**src/rtl/stream_fifo_pkg.sv**
```systemverilog
// Shared helpers for stream_fifo: width calculations and parameter legality.
package stream_fifo_pkg;

  // Pointer width: indexes DEPTH entries and wraps modulo DEPTH.
  function automatic int ptr_w(input int depth);
    return (depth > 1) ? $clog2(depth) : 1;
  endfunction

  // Occupancy width: must represent 0..DEPTH inclusive.
  function automatic int cnt_w(input int depth);
    return $clog2(depth + 1);
  endfunction

  function automatic bit is_pow2(input int v);
    return (v > 0) && ((v & (v - 1)) == 0);
  endfunction

  // True when the parameter set describes a buildable FIFO.
  function automatic bit params_ok(input int dw, input int depth,
                                   input int af, input int ae);
    return (dw >= 1) && is_pow2(depth) && (depth >= 4) &&
           (af >= 1) && (af <= depth) && (ae >= 0) && (ae < depth);
  endfunction

endpackage

```
**src/rtl/stream_fifo_ram.sv**
```systemverilog
// Simple dual-port RAM: synchronous write, synchronous read (read-first on
// an address collision). Contents are not reset.
module stream_fifo_ram #(
  parameter int DATA_WIDTH = 8,
  parameter int DEPTH      = 32,
  parameter int AW         = 5
) (
  input  logic                  clk,
  input  logic                  we_i,
  input  logic [AW-1:0]         waddr_i,
  input  logic [DATA_WIDTH-1:0] wdata_i,
  input  logic [AW-1:0]         raddr_i,
  output logic [DATA_WIDTH-1:0] rdata_o
);

  logic [DATA_WIDTH-1:0] mem_q [DEPTH];
  logic [DATA_WIDTH-1:0] rdata_q;

  // Write when enabled; read every cycle so the head word is always prefetched.
  always_ff @(posedge clk) begin
    if (we_i) mem_q[waddr_i] <= wdata_i;
    rdata_q <= mem_q[raddr_i];
  end

  assign rdata_o = rdata_q;

endmodule

```
**src/rtl/stream_fifo.sv**
```systemverilog
// First-word-fall-through FIFO with a registered output stage.
// The output register holds the head word; the RAM holds the rest.
// count covers both. Optional macro STREAM_FIFO_HWM_EN adds a high-water
// mark output (hwm).
module stream_fifo
  import stream_fifo_pkg::*;
#(
  parameter int DATA_WIDTH = 8,
  parameter int DEPTH      = 32,
  parameter int AF_LEVEL   = 28,
  parameter int AE_LEVEL   = 4
) (
  input  logic                         clk,
  input  logic                         rst_n,
  input  logic                         flush,
  input  logic                         s_valid,
  input  logic [DATA_WIDTH-1:0]        s_data,
  output logic                         s_ready,
  output logic                         m_valid,
  output logic [DATA_WIDTH-1:0]        m_data,
  input  logic                         m_ready,
  output logic [$clog2(DEPTH+1)-1:0]   count,
  output logic                         almost_full,
`ifdef STREAM_FIFO_HWM_EN
  output logic [$clog2(DEPTH+1)-1:0]   hwm,
`endif
  output logic                         almost_empty
);

  localparam int AW = ptr_w(DEPTH);
  localparam int CW = cnt_w(DEPTH);

  if (!params_ok(DATA_WIDTH, DEPTH, AF_LEVEL, AE_LEVEL)) begin : g_bad_params
    $error("stream_fifo: illegal parameter set");
  end

  // Handshake: a transfer happens only on valid && ready at a rising edge;
  // s_ready is a flop (no m_ready -> s_ready path), illegal requests are ignored.

  logic [AW-1:0]         wr_ptr_q, wr_ptr_d, rd_ptr_q, rd_ptr_d;
  logic [CW-1:0]         count_q, count_d, ram_cnt;
  logic                  m_valid_q, m_valid_d;
  logic [DATA_WIDTH-1:0] m_data_q, m_data_d;
  logic                  s_ready_q, af_q, ae_q;
  logic                  byp_sel_q, byp_sel_d;
  logic [DATA_WIDTH-1:0] byp_q;
  logic [DATA_WIDTH-1:0] ram_rdata, head_data;
  logic                  push, pop, ram_empty, to_out, ram_we, ram_re;

  // Next-state for pointers, count and the output register.
  always_comb begin
    push      = s_valid && s_ready_q;
    pop       = m_valid_q && m_ready;
    ram_cnt   = count_q - CW'(m_valid_q);
    ram_empty = (ram_cnt == '0);
    // Incoming word skips the RAM when the output stage is (or becomes) free
    // and nothing older is queued behind it.
    to_out    = push && ram_empty && (!m_valid_q || pop);
    ram_we    = push && !to_out && !flush;
    ram_re    = pop && !ram_empty;
    // A word written into the RAM on the same edge it became head is not yet
    // visible on the read port; serve it from the bypass copy for one cycle.
    head_data = byp_sel_q ? byp_q : ram_rdata;

    wr_ptr_d  = wr_ptr_q;
    rd_ptr_d  = rd_ptr_q;
    count_d   = count_q;
    m_valid_d = m_valid_q;
    m_data_d  = m_data_q;

    if (ram_we) wr_ptr_d = wr_ptr_q + 1'b1;
    if (ram_re) rd_ptr_d = rd_ptr_q + 1'b1;

    if (ram_re)      m_data_d = head_data;
    else if (to_out) m_data_d = s_data;
    if (pop || to_out) m_valid_d = ram_re || to_out;

    if (push && !pop)      count_d = count_q + 1'b1;
    else if (pop && !push) count_d = count_q - 1'b1;

    if (flush) begin
      wr_ptr_d  = '0;
      rd_ptr_d  = '0;
      count_d   = '0;
      m_valid_d = 1'b0;
      m_data_d  = '0;
    end

    byp_sel_d = ram_we && (wr_ptr_q == rd_ptr_d);
  end

  // State registers; flags and s_ready follow next-count so they track count exactly.
  always_ff @(posedge clk or negedge rst_n) begin
    if (!rst_n) begin
      wr_ptr_q  <= '0;
      rd_ptr_q  <= '0;
      count_q   <= '0;
      m_valid_q <= 1'b0;
      m_data_q  <= '0;
      s_ready_q <= 1'b1;
      af_q      <= 1'b0;
      ae_q      <= 1'b1;
      byp_sel_q <= 1'b0;
      byp_q     <= '0;
    end else begin
      wr_ptr_q  <= wr_ptr_d;
      rd_ptr_q  <= rd_ptr_d;
      count_q   <= count_d;
      m_valid_q <= m_valid_d;
      m_data_q  <= m_data_d;
      s_ready_q <= (count_d != CW'(DEPTH));
      af_q      <= (count_d >= CW'(AF_LEVEL));
      ae_q      <= (count_d <= CW'(AE_LEVEL));
      byp_sel_q <= byp_sel_d;
      byp_q     <= s_data;
    end
  end

  stream_fifo_ram #(
    .DATA_WIDTH (DATA_WIDTH),
    .DEPTH      (DEPTH),
    .AW         (AW)
  ) u_ram (
    .clk     (clk),
    .we_i    (ram_we),
    .waddr_i (wr_ptr_q),
    .wdata_i (s_data),
    .raddr_i (rd_ptr_d),
    .rdata_o (ram_rdata)
  );

`ifdef STREAM_FIFO_HWM_EN
  logic [CW-1:0] hwm_q;

  // High-water mark: running maximum of count, cleared by reset and flush.
  always_ff @(posedge clk or negedge rst_n) begin
    if (!rst_n)                 hwm_q <= '0;
    else if (flush)             hwm_q <= '0;
    else if (count_d > hwm_q)   hwm_q <= count_d;
  end

  assign hwm = hwm_q;
`endif

  assign s_ready      = s_ready_q;
  assign m_valid      = m_valid_q;
  assign m_data       = m_data_q;
  assign count        = count_q;
  assign almost_full  = af_q;
  assign almost_empty = ae_q;

endmodule

```
**config.mk**
```make
export PLATFORM = sky130hd
export DESIGN_NAME = stream_fifo
export DESIGN_NICKNAME = d
export VERILOG_FILES = /design/src/rtl/stream_fifo_pkg.sv /design/src/rtl/stream_fifo_ram.sv /design/src/rtl/stream_fifo.sv
export SDC_FILE = /design/constraint.sdc
export NUM_CORES = 1
export LEC_CHECK = 0
export BUFFER_PORTS_ARGS = -buffer_cell sky130_fd_sc_hd__buf_4
export CORE_MARGIN = 2
export CORE_UTILIZATION = 45
export CTS_BUF_LIST = sky130_fd_sc_hd__clkbuf_8 sky130_fd_sc_hd__clkbuf_16
export CTS_CLUSTER_DIAMETER = 50
export DETAILED_ROUTE_END_ITERATION = 6
export PLACE_DENSITY = 0.64
export SLEW_MARGIN = 10
export SYNTH_ARGS = -nofsm -noshare
export SYNTH_HDL_FRONTEND = slang
export SYNTH_SLANG_ARGS = --single-unit
```
**constraint.sdc**
```tcl
create_clock -name clk -period 5.39 [get_ports clk]
set_input_delay 1.078 -clock clk [delete_from_list [all_inputs] [get_ports clk]]
set_output_delay 1.078 -clock clk [all_outputs]
set_load 0.02 [all_outputs]
```
==> impl_metrics.py <==
metrics = {
    "run_status": {
        "outcome": "complete, no violations",
    },
    "synth": {
        "synthMostInstantiatedCell": "edfxtp_1",
        "synthFlopType": "edfxtp_1",
        "synth-simple-area-share_pct": 10.5,
        "synth.distinct_cells": 62,
        "yosysWarnings": 0,
        "synth_xor_area_share_pct": 1.27,
        "synth.area.top_cells": "edfxtp_1 (62%), dfrtp_1 (7.1%), nand2_1 (3.9%), mux2i_1 (2.7%), a21oi_1 (2.4%)",
        "synth_edf_count": 256,
        "synth_top_area_share_pct": 62.3,
        "synth_top_family_by_area": "simple AND/OR/NAND/NOR gates",
        "synthAdderAreaFrac_pct": 0.892,
        "seq_area_frac_synth_pct": 71.1,
        "async_reset_ff_share_pct": 12.3,
        "muxShareOfSynthArea_pct": 5.23,
        "synth-seq-cells": 301,
        "yosys-top-cells-count": "edfxtp_1 (256), nand2_1 (127), nor2_1 (71)",
        "syn_nets": 904,
        "syn_area_per_cell_um2": 14.0,
        "synth_top_area_cell": "edfxtp_1",
        "syn_inst": 883,
        "netlist_area_um2": 12300,
        "synth_compound_area_share_pct": 8.95,
    },
    "finish": {
        "area_growth_pct": 12.7,
        "antenna_cells": 0,
        "final_cell_area_um2": 13900,
        "layout-drive-gt1-share_pct": 12.9,
        "finalNetCount": 928,
        "post-route-util_pct": 51.6,
    },
    "sta": {
        "finalCritPeriodShare_pct": 79.5,
        "rsz0062_at_grt": "no",
        "slew_viol_final": 0,
        "tightestPinTransition_ns": 1.11,
        "fin_ws_ns": 1.10,
        "slew_headroom_pct": 24.0,
        "skew_ns": 0.0104,
        "finalHoldViolations": 0,
        "period_minus_slack_ns": 4.29,
        "finalSetupViolations": 0,
        "tns_ns": 0,
        "max_freq_mhz": 233,
    },
    "floorplan": {
        "start_util_pct": 45.8,
        "die_h_um": 170,
        "die_area_um2": 28800,
        "pin_count": 31,
        "chipWidth_um": 170,
        "rows": 60,
        "core_area_um2": 27000,
    },
    "placed_design": {
        "gp_congestion": 0.842,
        "placed_area_um2": 12900,
        "dp_hpwl_um": 17100,
        "io_buffers": 30,
        "pre_cts_ws_ns": 1.11,
    },
    "grt": {
        "grt_max_degree": 76,
        "grt_pass1_vias": 7250,
        "grt_usage_pct": 19.6,
        "grt_pass1_wl_um": 42800,
        "grt_antenna_before_repair": 0,
        "grt_overflow_total": 0,
    },
    "critical_path": {
        "worstPathArrival_ns": 4.78,
        "worst_setup_path_end_kind": "flop",
        "worstPathMaxFanout": 17,
        "critical_path_class": "flop to flop",
        "crit_path_start_kind": "flop",
        "worst-r2r-cell-count": 10,
        "crit_required_ns": 5.88,
    },
    "cts": {
        "h-tree-depth": 1,
        "cts_setup_buffers": 0,
        "ctsHoldBuffers": 0,
        "numCtsBuffers": 31,
        "tritoncts": "done",
        "cts-root-buf": "clkbuf_16",
        "clockBufferDepth": 3,
        "cts.sinks": 301,
        "ctsResizeCount": 0,
        "clkLatencyLatePin_ns": 0.56,
        "cts.reportedPaths.clkPinSlew_ns": 0.06,
    },
    "power_and_ir_drop": {
        "powerDensity_nw_per_um2": 437,
        "power_leakage_uw": 0.00471,
        "vdd_drop_max_mv": 0.247,
    },
    "drt": {
        "via_per_inst": 5.89,
        "first_iter_violations": 903,
        "wire_per_inst_um": 21.8,
        "drcViolationCount": 0,
        "ant_nets": 0,
        "drt-total-wl_um": 27800,
        "drt_first_pass_iters": 5,
        "vias": 7502,
    },
    "min_path": {
        "min_path_type": "input pin to async pin",
    },
    "flow_run": {
        "maxCapViolCount": 0,
    },
}
==> worst paths after layout <==
| kind | start | endpoint | slack, ns |
|---|---|---|---|
| max reg2reg | m_valid | u_ram.rdata_o[5] | 1.10 |
| min | rst_n | count[2] | 0.48 |
| max in group asynchronous | rst_n | s_ready | 4.56 |
| min reg2reg | m_data[7] | m_data[7] | 0.51 |
| max | m_valid | u_ram.rdata_o[5] | 1.10 |
| min in group clk | m_data[7] | m_data[7] | 0.51 |
==> cell usage in the layout (no fill, tap or decap), types with 3 or more instances in the layout <==
master     netlist  routed
nand3_1         21      21
buf_4            3      40
edfxtp_1       256     256
a2111oi_0        3       3
nand3b_1         3       3
xnor2_1         12      12
a31oi_1         10      10
clkinv_2         0       7
a22oi_1         15      15
nor2_1          71      71
nand4_1         21      21
a221oi_1        13      13
clkbuf_16        0      31
a21oi_1         60      60
clkinv_1         0       5
dfxtp_1          8       8
o211ai_1        11      11
inv_1            8      12
mux4_2          13      13
nor3_1           6       6
clkbuf_8         0       4
a32oi_1         16      16
bufinv_16        0       4
nand2_1        127     127
xor2_1           4       4
o21ai_0         15      15
and2_1           6       6
mux2i_1         33      33
ha_1             8       8
a211oi_1        10      10
and3_1           7       7
dfrtp_1         35      35
==> final cells by class <==
type | instances | area (µm²)
Fill cell | 2228 | 13000
Sequential cell | 301 | 8780
Multi-Input combinational cell | 522 | 3310
Clock buffer | 35 | 831
Tap cell | 341 | 427
Timing Repair Buffer | 40 | 300
Clock inverter | 23 | 225
Inverter | 11 | 43.8
==> stage by stage <==
stage / total power [µW] / hold WS (ns) / instances
after floorplan: 3550 / 0.579 / 883
after detailed placement: 3950 / 0.507 / 1215
after CTS: 6100 / 0.486 / 1273
after global routing: 6350 / 0.511 / 1273
after global placement: 3940 / 0.497 / 1215
final: 6080 / 0.479 / 1273
==> registers in the layout (all words and copies together) (netlist names) <==
name / flops
wr_ptr_q: 5
count: 6
byp_q: 8
u_ram.mem_q: 256
almost_empty: 1
m_valid: 1
m_data: 8
rd_ptr_q: 5
almost_full: 1
u_ram.rdata_o: 8
byp_sel_q: 1
s_ready: 1
==> per-layer routing <==
metal | wire length (µm) | GRT usage, % | vias up
met4 | 843 | 5.95 | 0
met3 | 2130 | 4.06 | 61
li1 | - | - | 3421
met2 | 12600 | 30.3 | 314
met5 | 0 | 0 | -
met1 | 12200 | 28.2 | 3706
==> power by group <==
group	internal, µW	switching, µW	total (µW)
combinational	431	736	1170
clock	1300	875	2170
sequential	2650	92.7	2740
==> cells by family after synthesis <==
| logic type | after synthesis |
|---|---|
| flops | 301 |
| mux | 48 |
| buf+inv | 60 |
| fa+ha+maj | 9 |
| compound gates | 165 |
| simple gates | 283 |
| xor+xnor | 17 |
==> worst max-delay path, stage by stage, from the launching register on <==
cell and delay, ns:
dfrtp_1 0.50, ha_1 0.35, or3b_4 0.39, nor3_1 0.53, o211ai_1 0.26, and2_1 0.20
buf_4 0.17, inv_1 0.53, a21oi_1 0.07, a2111oi_0 0.96, or4b_1 0.24
(Power assumes the default switching activity.)
